$ cat src/rtl/iter_div_axis_pkg.sv
// Shared definitions for the iterative restoring divider: FSM encodings,
// output width helper and the divide-by-zero quotient fill bit.
package iter_div_axis_pkg;

  typedef enum logic [1:0] {
    DIV_IDLE = 2'd0,
    DIV_CALC = 2'd1,
    DIV_DONE = 2'd2
  } div_state_e;

  // Quotient returned on divide-by-zero is this bit replicated across the word.
  localparam logic DIV_DZ_Q_BIT = 1'b1;

  function automatic int div_dout_w(input int width);
    return 2 * width;
  endfunction

endpackage

$ cat src/rtl/iter_div_axis_div_iter_step.sv
// One radix-2 restoring step: shift the next dividend bit into the partial
// remainder, subtract the divisor if it fits, and report the quotient bit.
module div_iter_step
  import iter_div_axis_pkg::*;
#(
  parameter int WIDTH = 32
) (
  input  logic [WIDTH-1:0] rem_in,
  input  logic             bit_in,
  input  logic [WIDTH:0]   divisor,
  output logic [WIDTH-1:0] rem_out,
  output logic             q_bit
);

  logic [WIDTH:0] trial_in;
  logic           borrow;

  // The remainder is always below the divisor, so after a successful
  // subtraction the result fits back into WIDTH bits.
  always_comb begin
    trial_in = {rem_in, bit_in};
    borrow   = (trial_in < divisor);
    q_bit    = ~borrow;
    rem_out  = trial_in[WIDTH-1:0] - (q_bit ? divisor[WIDTH-1:0] : '0);
  end

endmodule

$ cat src/rtl/iter_div_axis.sv
// Iterative radix-2 restoring divider with AXI-stream style handshake:
// one quotient bit per cycle, signed or unsigned, with cancel support.
module iter_div_axis
  import iter_div_axis_pkg::*;
#(
  parameter int WIDTH  = 32,
  parameter bit SIGNED = 1'b1
) (
  input  logic               clk,
  input  logic               rst,
  input  logic [WIDTH-1:0]   s_axis_dividend_tdata,
  input  logic               s_axis_dividend_tvalid,
  output logic               s_axis_dividend_tready,
  input  logic [WIDTH-1:0]   s_axis_divisor_tdata,
  input  logic               s_axis_divisor_tvalid,
  output logic               s_axis_divisor_tready,
  input  logic               cancel,
  output logic [2*WIDTH-1:0] m_axis_dout_tdata,
  output logic               m_axis_dout_tvalid
);

  localparam int DOUT_W = div_dout_w(WIDTH);
  localparam int CNT_W  = (WIDTH > 1) ? $clog2(WIDTH) : 1;
  localparam logic [CNT_W-1:0] CNT_LAST = CNT_W'(WIDTH - 1);

  div_state_e state_q, state_d;

  logic [CNT_W-1:0]  cnt_q, cnt_d;
  logic [WIDTH-1:0]  dvd_q, dvd_d;
  logic [WIDTH-1:0]  quo_q, quo_d;
  logic [WIDTH-1:0]  rem_q, rem_d;
  logic [WIDTH:0]    dsr_q, dsr_d;
  logic [WIDTH-1:0]  orig_q, orig_d;
  logic              q_neg_q, q_neg_d;
  logic              r_neg_q, r_neg_d;
  logic [DOUT_W-1:0] dout_q, dout_d;
  logic              tvalid_q, tvalid_d;

  logic              accept;
  logic              last_step;
  logic              dvd_neg;
  logic              dsr_neg;
  logic [WIDTH-1:0]  dvd_mag;
  logic [WIDTH-1:0]  dsr_abs;
  logic [WIDTH-1:0]  step_rem;
  logic              step_q;
  logic [WIDTH-1:0]  quo_raw;
  logic [WIDTH-1:0]  quo_fix;
  logic [WIDTH-1:0]  rem_fix;
  logic [DOUT_W-1:0] result;

  div_iter_step #(
    .WIDTH (WIDTH)
  ) u_step (
    .rem_in  (rem_q),
    .bit_in  (dvd_q[WIDTH-1]),
    .divisor (dsr_q),
    .rem_out (step_rem),
    .q_bit   (step_q)
  );

  always_comb begin
    accept    = (state_q == DIV_IDLE) && s_axis_dividend_tvalid &&
                s_axis_divisor_tvalid && !cancel;
    last_step = (state_q == DIV_CALC) && (cnt_q == CNT_LAST);
  end

  // ---------------- FSM: state register ----------------
  always_ff @(posedge clk or posedge rst) begin
    if (rst) begin
      state_q <= DIV_IDLE;
    end else begin
      state_q <= state_d;
    end
  end

  // ---------------- FSM: next state ----------------
  always_comb begin
    state_d = state_q;
    case (state_q)
      DIV_IDLE: if (accept) state_d = DIV_CALC;
      DIV_CALC: begin
        if (cancel) begin
          state_d = DIV_IDLE;
        end else if (last_step) begin
          state_d = DIV_DONE;
        end
      end
      DIV_DONE: state_d = DIV_IDLE;
      default:  state_d = DIV_IDLE;
    endcase
  end

  // ---------------- FSM: outputs ----------------
  always_comb begin
    s_axis_dividend_tready = (state_q == DIV_IDLE) && !rst;
    s_axis_divisor_tready  = (state_q == DIV_IDLE) && !rst;
    m_axis_dout_tvalid     = tvalid_q;
    m_axis_dout_tdata      = dout_q;
  end

  // Operand magnitudes; the two's-complement negate of the most negative
  // value yields the correct unsigned magnitude.
  always_comb begin
    dvd_neg = SIGNED && s_axis_dividend_tdata[WIDTH-1];
    dsr_neg = SIGNED && s_axis_divisor_tdata[WIDTH-1];
    dvd_mag = dvd_neg ? -s_axis_dividend_tdata : s_axis_dividend_tdata;
    dsr_abs = dsr_neg ? -s_axis_divisor_tdata : s_axis_divisor_tdata;
  end

  // Final result; a zero divisor bypasses the sign fix-up entirely.
  always_comb begin
    quo_raw = {quo_q[WIDTH-2:0], step_q};
    quo_fix = q_neg_q ? -quo_raw : quo_raw;
    rem_fix = r_neg_q ? -step_rem : step_rem;
    if (dsr_q == '0) begin
      result = {{WIDTH{DIV_DZ_Q_BIT}}, orig_q};
    end else begin
      result = {quo_fix, rem_fix};
    end
  end

  always_comb begin
    cnt_d    = cnt_q;
    dvd_d    = dvd_q;
    quo_d    = quo_q;
    rem_d    = rem_q;
    dsr_d    = dsr_q;
    orig_d   = orig_q;
    q_neg_d  = q_neg_q;
    r_neg_d  = r_neg_q;
    dout_d   = dout_q;
    tvalid_d = 1'b0;
    if (accept) begin
      cnt_d   = '0;
      dvd_d   = dvd_mag;
      quo_d   = '0;
      rem_d   = '0;
      dsr_d   = {1'b0, dsr_abs};
      orig_d  = s_axis_dividend_tdata;
      q_neg_d = dvd_neg ^ dsr_neg;
      r_neg_d = dvd_neg;
    end else if (state_q == DIV_CALC) begin
      cnt_d = cnt_q + 1'b1;
      dvd_d = {dvd_q[WIDTH-2:0], 1'b0};
      quo_d = quo_raw;
      rem_d = step_rem;
      // A cancel on the final step wins over completion.
      if (last_step && !cancel) begin
        dout_d   = result;
        tvalid_d = 1'b1;
      end
    end
  end

  always_ff @(posedge clk or posedge rst) begin
    if (rst) begin
      cnt_q    <= '0;
      dvd_q    <= '0;
      quo_q    <= '0;
      rem_q    <= '0;
      dsr_q    <= '0;
      orig_q   <= '0;
      q_neg_q  <= 1'b0;
      r_neg_q  <= 1'b0;
      dout_q   <= '0;
      tvalid_q <= 1'b0;
    end else begin
      cnt_q    <= cnt_d;
      dvd_q    <= dvd_d;
      quo_q    <= quo_d;
      rem_q    <= rem_d;
      dsr_q    <= dsr_d;
      orig_q   <= orig_d;
      q_neg_q  <= q_neg_d;
      r_neg_q  <= r_neg_d;
      dout_q   <= dout_d;
      tvalid_q <= tvalid_d;
    end
  end

endmodule

$ cat config.mk
export PLATFORM = sky130hd
export DESIGN_NAME = iter_div_axis
export DESIGN_NICKNAME = d
export VERILOG_FILES = /design/src/rtl/iter_div_axis_pkg.sv /design/src/rtl/iter_div_axis_div_iter_step.sv /design/src/rtl/iter_div_axis.sv
export SDC_FILE = /design/constraint.sdc
export NUM_CORES = 1
export LEC_CHECK = 0
export BUFFER_PORTS_ARGS = -buffer_cell sky130_fd_sc_hd__buf_2
export CAP_MARGIN = 20
export CORE_MARGIN = 5
export CORE_UTILIZATION = 39
export DETAILED_ROUTE_END_ITERATION = 10
export GPL_ROUTABILITY_DRIVEN = 0
export PLACE_DENSITY_LB_ADDON = 0.15
export SLEW_MARGIN = 20
export SYNTH_ARGS = -nofsm -noshare
export SYNTH_HDL_FRONTEND = slang
export SYNTH_HIERARCHICAL = 1
export SYNTH_SLANG_ARGS = --single-unit
$ cat constraint.sdc
create_clock -name clk -period 15 [get_ports clk]
set_input_delay 0 -clock clk [delete_from_list [all_inputs] [get_ports clk]]
set_output_delay 0 -clock clk [all_outputs]
set_load 0.01 [all_outputs]
==> results of run 1 <==
[sequential cells by signal, indices dropped and copies added (netlist names)]
name,cells
m_axis_dout_tdata,64
state_q,2
dsr_q,32
orig_q,32
m_axis_dout_tvalid,1
q_neg_q,1
dvd_q,32
rem_q,32
cnt_q,5
quo_q,31
[cell families (layout without fill, tap and decap cells)]
family | Yosys count | in the layout | synth area share, %
mux | 10 | 10 | 0.692
other cells | 1 | 2 | 0.0259
fa+ha+maj | 70 | 70 | 6.11
flops | 232 | 232 | 40.1
buf+inv | 152 | 335 | 4.30
simple gates | 720 | 720 | 22.2
compound gates | 426 | 426 | 18.2
xor+xnor | 138 | 138 | 8.36
[path summary, 6_finish.rpt]
kind                                               start                                 to  slack (ns)  cells past startpoint
max in group asynchronous                            rst  m_axis_dout_tdata[49]$_DFFE_PP0P_       13.51                      4
worst min-delay path                                 rst   m_axis_dout_tdata[2]$_DFFE_PP0P_        0.08                      3
worst max register to register      dsr_q[6]$_DFFE_PP0P_  m_axis_dout_tdata[29]$_DFFE_PP0P_        8.29                     26
worst min register to register    orig_q[21]$_DFFE_PP0P_             orig_q[21]$_DFFE_PP0P_        0.47                      2
min in group clk                s_axis_divisor_tdata[31]               dsr_q[1]$_DFFE_PP0P_        0.11                      3
worst max-delay path                dsr_q[6]$_DFFE_PP0P_  m_axis_dout_tdata[29]$_DFFE_PP0P_        8.29                     26
[routing by layer]
layer  routed length [µm]  global-route usage (%)  vias to the layer above  part of all wire, %
met3                 1890                    2.89                       77                  4.5
met2                19800                    33.6                      290                   47
met1                19200                    27.5                     6288                   46
li1                     -                       -                     6399                    -
met4                 1240                    5.87                        0                  2.9
met5                    0                       0                        -                    0
[stage by stage]
step                      std cells  power, mW
final                          2401       3.30
after global routing           2400       3.57
after CTS                      2400       3.31
after detailed placement       2265       2.61
after global placement         2265       2.59
after floorplan                1749       2.16
[placed cells by master (no fill, tap or decap), types with 29 or more instances in the layout]
master	n
dfrtp_1	231
nor2_1	92
nand2_1	429
and3_1	29
a21oi_1	148
o31ai_1	35
o21ai_0	117
inv_1	51
ha_1	69
xor2_1	92
xnor2_1	46
buf_2	135
dlygate4sd3_1	84
[where the power goes]
part           switching, mW  internal, mW
Clock                  0.279         0.385
Combinational           1.10         0.672
Sequential             0.116         0.752
Total                   1.49          1.81
[cells in the mapped netlist (3+ instances only)]
cell	count	area share (%)
dfrtp_1	232	40
a21o_1	28	1.5
clkbuf_1	80	2.1
xnor2_1	46	2.8
o41ai_2	5	0.56
buf_1	9	0.23
o21bai_1	3	0.16
xor2_1	92	5.6
o21ai_0	117	4.0
nand2_1	429	11
nand4_1	19	0.82
o21a_1	3	0.16
nor2_1	92	2.4
inv_1	53	1.4
mux2i_1	10	0.69
o41ai_1	22	1.3
a21oi_1	148	5.1
or4_1	17	0.88
nor4_1	26	1.1
nand3_1	28	0.97
a31oi_1	19	0.82
nand2b_1	15	0.65
a221o_1	3	0.21
and3_1	29	1.3
nor2b_1	10	0.43
or3_1	13	0.56
o31ai_1	36	1.9
buf_6	5	0.39
buf_4	3	0.16
ha_1	69	6.0
o211ai_1	11	0.57
a211oi_1	3	0.16
nor3_1	16	0.55
o21ai_1	6	0.21
or2_2	6	0.26
[layout make-up]
type,count,area (µm²)
antenna,1,2.50
tap,468,586
sequential,232,5810
clock inverter,6,58.8
multi-input combinational,1365,8080
inverter,53,206
fill,3594,19400
clock buffer,45,845
timing repair buffer,231,1610
[critical path, stage by stage (launching register included)]
cell      delay, ns
dfrtp_1        0.41
inv_1          0.07
ha_1           0.30
nand4_1        0.12
a211oi_1       0.33
a21oi_1        0.12
o211ai_1       0.10
a21oi_1        0.13
o31ai_4        0.49
and2_1         0.21
ha_1           0.16
inv_1          0.05
fa_1           0.40
a21oi_1        0.18
nand4b_1       0.16
a21boi_1       0.15
a21o_1         0.24
a21o_1         0.23
a221o_2        0.34
a21oi_1        0.18
xnor2_1        0.14
or4_1          0.58
or4_1          0.49
or3_4          0.38
o41ai_2        0.31
mux2i_1        0.22
nand3_1        0.09
[what timing repair did]
action,in CTS,in global routing
resized for setup,0,0
hold buffers,84,0
setup endpoints to repair,0,0
endpoints found under the hold margin,183,0
==> run_results.csv, run 1 <==
group,metric,value,unit
clock_tree,clk_path_buf_depth,3,
clock_tree,cts_tree,"yes",
synthesis,synthCells,1749,
job,drv_cap,0,
cells_and_area,fin_util,47.0,%
timing,slew_viol_final,0,
routing,drt-total-wl,42200,µm
floorplanning,core_area,36600,µm²
synthesis,ys_warn_count,6,
timing,relSlewSlack,33.0,%
clock_tree,clock-sinks,232,
routing,wl_per_cell,17.6,µm
critical_path,endpoint_kind,"flip-flop",
timing,post-route-min-period,6.71,ns
routing,dr.first_iter.drc_count,691,
routing,via_count,13054,
power_and_ir_drop,powerDensity,192,nW/µm²
power_and_ir_drop,leakagePower,8.03,nW
critical_path,worstSetupPathType,"reg -> reg",
synthesis,synthDistinctLibCells,71,
synthesis,synth_edf_count,0,
power_and_ir_drop,irDropWorstVdd,0.118,mV
clock_tree,clkTransAtPathRegs,0.06,ns
routing,first_pass_iters,6,
synthesis,avgSynthCellArea,8.27,µm²
synthesis,synth-seq-cells,232,
synthesis,synth_top_flop_cell,"dfrtp_1",
clock_tree,cts_setup_buffers,0,
placed_design,hpwl,29000,µm
floorplanning,dieArea,41000,µm²
floorplanning,ios,136,
routing,via_per_inst,5.44,
floorplanning,row_count,70,
timing,worstMarginPinSlew,1.00,ns
timing,fmax,0.149,GHz
synthesis,syn_nets,1888,
timing,setup_slack,8.29,ns
timing,fin_worst_skew,0.0135,ns
placed_design,place_area,15400,µm²
global_route,grt_max_degree,97,
timing,grt_setup_unrepaired,"no",
clock_tree,htree_num_levels,1,
floorplanning,die_h,203,µm
run_status,status,"finished, final reports clean",
cells_and_area,drive_gt1_share,11.6,%
synthesis,ys_async_sr_fraction,100,%
timing,finalSetupViolCount,0,
timing,hold-worst-slack,0.0836,ns
synthesis,yosysSeqAreaShare,40.1,%
global_route,grt_pass1_vias,12797,
critical_path,cp_data_arrival_time,7.15,ns
routing,drc,0,
routing,ant_nets,0,
critical_path,startpoint_type,"flip-flop",
global_route,overflow,0,
cells_and_area,fin_nets,2050,
global_route,track_usage,20.2,%
clock_tree,numCtsBuffers,28,
cells_and_area,design_area,17200,µm²
critical_path,required,15.44,ns
cells_and_area,syn2layout_area_growth,18.9,%
clock_tree,clock_latency,0.56,ns
placed_design,io_buffers,135,
timing,fin_setup_tns,0,ns
critical_path,worst-path-max-fanout,10,
synthesis,netlist_area,14500,µm²
floorplanning,die_x,203,µm
global_route,grt_pass1_wl,69000,µm
timing,hold_viol,0,
placed_design,place_ws,8.41,ns
timing,post-route-period-util,44.7,%
floorplanning,initial_core_util,39.5,%
clock_tree,cts_root_buf,"clkbuf_16",
hold_path,hp-class,"in -> async",
global_route,antenna_found_initial,0,
(Power assumes the default switching activity.)
==> run 2, diff against run 1 <==
- clock period: 15 -> 5.74 ns (I/O delays scaled with it)
==> run_results.csv, run 2 (synthesized netlist as in run 1, its figures left out) <==
group,metric,value,unit
run_status,status,"complete, but fails checks",
run_status,violations,"setup timing",
critical_path,worstSetupPathType,"reg -> reg",
floorplanning,row_count,70,
timing,grt_setup_unrepaired,"yes",
power_and_ir_drop,powerDensity,537,nW/µm²
timing,worstMarginPinSlew,1.05,ns
routing,via_per_inst,5.37,
critical_path,required,6.18,ns
floorplanning,core_area,36600,µm²
timing,finalSetupViolCount,5,
clock_tree,clk_path_buf_depth,3,
clock_tree,htree_num_levels,1,
timing,post-route-min-period,5.85,ns
global_route,grt_pass1_vias,13636,
critical_path,r2r_slack,-0.11,ns
clock_tree,clock-sinks,232,
power_and_ir_drop,p_int,5.72,mW
routing,via_count,13644,
cells_and_area,final_cell_mix,"nand2_1 (429), dfrtp_1 (230), buf_4 (155)",
critical_path,worst-path-max-fanout,5,
cells_and_area,diodes,0,
cells_and_area,syn2layout_area_growth,28.3,%
power_and_ir_drop,power.net_switching,4.24,mW
floorplanning,die_x,203,µm
timing,slew_viol_final,0,
power_and_ir_drop,p_clk_share,16.7,%
critical_path,r2r_end,"m_axis_dout_tdata[29]$_DFFE_PP0P_",
power_and_ir_drop,leakagePower,8.78,nW
clock_tree,clkTransAtPathRegs,0.06,ns
cells_and_area,largest_register_ffs,64,
power_and_ir_drop,sw_frac_of_total,42.6,%
clock_tree,cts_root_buf,"clkbuf_16",
global_route,track_usage,20.9,%
global_route,overflow,0,
critical_path,r2r-start,"rem_q[5]$_DFFE_PP0P_",
timing,relSlewSlack,30.2,%
critical_path,startpoint_type,"flip-flop",
cells_and_area,fin_nets,2197,
floorplanning,die_h,203,µm
global_route,antenna_found_initial,0,
routing,ant_nets,0,
cells_and_area,fin_util,50.7,%
routing,drt-total-wl,44000,µm
routing,dr.first_iter.drc_count,746,
routing,first_pass_iters,5,
clock_tree,cts_tree,"yes",
timing,fin_worst_skew,0.0165,ns
floorplanning,initial_core_util,39.5,%
global_route,grt_pass1_wl,71400,µm
hold_path,hp-class,"in -> async",
critical_path,cp_data_arrival_time,6.28,ns
timing,fmax,0.171,GHz
power_and_ir_drop,seq_power_share,22.3,%
placed_design,hpwl,30500,µm
placed_design,io_buffers,135,
routing,wl_per_cell,17.3,µm
timing,hold_viol,0,
timing,fin_setup_tns,-0.380,ns
critical_path,worst-r2r-cell-count,26,
power_and_ir_drop,pwr-share-comb,61.0,%
global_route,grt_max_degree,150,
clock_tree,clock_latency,0.56,ns
power_and_ir_drop,irDropWorstVdd,0.322,mV
floorplanning,ios,136,
cells_and_area,drive_gt1_share,19.6,%
clock_tree,numCtsBuffers,28,
routing,drc,0,
cells_and_area,final_common_cell,"nand2_1",
job,drv_cap,0,
timing,post-route-period-util,102,%
timing,setup_slack,-0.105,ns
floorplanning,dieArea,41000,µm²
critical_path,endpoint_kind,"flip-flop",
cells_and_area,fillers,3513,
==> run 2: cell types whose count changed in the layout (fill, tap and decap cells not counted), moves of 4 or more <==
cell	previous run	this run
buf_4	10	155
ha_1	69	64
ha_4	0	5
inv_1	51	47
inv_2	1	5
o21ai_0	117	109
o21ai_1	6	11
o41ai_4	1	5
==> run 2: layout make-up <==
| cell class | instances | area [µm²] | share of cell area, % |
|---|---|---|---|
| Multi-Input combinational cell | 1365 | 8360 | 45.1 |
| Sequential cell | 232 | 5810 | 31.3 |
| Timing Repair Buffer | 378 | 2750 | 14.8 |
| Clock buffer | 42 | 803 | 4.33 |
| Tap cell | 468 | 586 | 3.15 |
| Inverter | 53 | 203 | 1.09 |
| Clock inverter | 5 | 52.6 | 0.283 |
==> run 2: critical path: stages (launching register included) <==
cell and delay (ns):
dfrtp_1 0.41, ha_4 0.28, nand4_1 0.12, a211oi_2 0.25, a21oi_1 0.09, o211ai_1 0.13, a21oi_2 0.09, o31ai_4 0.35
and2_4 0.23, ha_4 0.13, inv_2 0.03, fa_2 0.34, a21oi_2 0.14, nand4b_1 0.18, a21boi_2 0.09, a21o_1 0.18
a21o_1 0.18, a221o_2 0.34, a21oi_2 0.17, xnor2_2 0.08, or4_4 0.43, buf_6 0.13, or4_4 0.41, or3_4 0.39
o41ai_4 0.23, mux2i_1 0.23, nand3_1 0.09
==> run 2: how the worst max path moves through the flow <==
| stage | from | to | slack [ns] | cells after the start |
|---|---|---|---|---|
| finish | rem_q[5]$_DFFE_PP0P_ | m_axis_dout_tdata[29]$_DFFE_PP0P_ | -0.11 | 26 |
| global route | rem_q[6]$_DFFE_PP0P_ | m_axis_dout_tdata[29]$_DFFE_PP0P_ | -0.41 | 26 |
| CTS | rem_q[2]$_DFFE_PP0P_ | m_axis_dout_tdata[26]$_DFFE_PP0P_ | -0.18 | 25 |
| detailed placement | rem_q[1]$_DFFE_PP0P_ | m_axis_dout_tdata[29]$_DFFE_PP0P_ | -0.27 | 25 |
| global placement | rem_q[7]$_DFFE_PP0P_ | m_axis_dout_tdata[28]$_DFFE_PP0P_ | -0.16 | 25 |
| floorplan | dsr_q[31]$_DFFE_PP0P_ | m_axis_dout_tdata[29]$_DFFE_PP0P_ | 0.00007 | 25 |
==> run 2: repair_timing <==
item,4_1_cts,5_1_grt
endpoints found under the hold margin,119,0
setup endpoints to repair,9,12
buffers inserted,10,6
cloned,0,0
resized for setup,21,31
hold buffers,81,0
pin swaps,21,18
==> run 2: per-layer routing <==
metal | GRT usage [%] | share of wire, % | vias to the layer above
met2 | 36.1 | 49 | 280
met3 | 2.49 | 4.1 | 62
met5 | 0 | 0 | -
li1 | - | - | 6696
met4 | 5.09 | 2.1 | 0
met1 | 28.2 | 45 | 6606
==> run 2: metrics by stage <==
stage	area, µm²	hold slack, ns	total power [mW]	worst slack [ns]	instances
floorplan	14500	0.0542	5.69	0.0000688	1749
global placement	16500	0.115	7.80	-0.156	2399
detailed placement	16500	0.112	7.86	-0.266	2399
CTS	18300	0.0542	9.82	-0.177	2537
global route	18600	0.113	10.7	-0.408	2543
finish	18600	0.0650	9.96	-0.105	2543
==> run 2: power groups by stage <==
stage / Combinational, mW / Sequential, mW / Clock (mW)
after floorplan: 3.49 / 2.20 / 0
after global placement: 5.58 / 2.22 / 0
after detailed placement: 5.63 / 2.23 / 0
after CTS: 5.89 / 2.21 / 1.72
after global routing: 6.69 / 2.26 / 1.78
final: 6.08 / 2.22 / 1.66
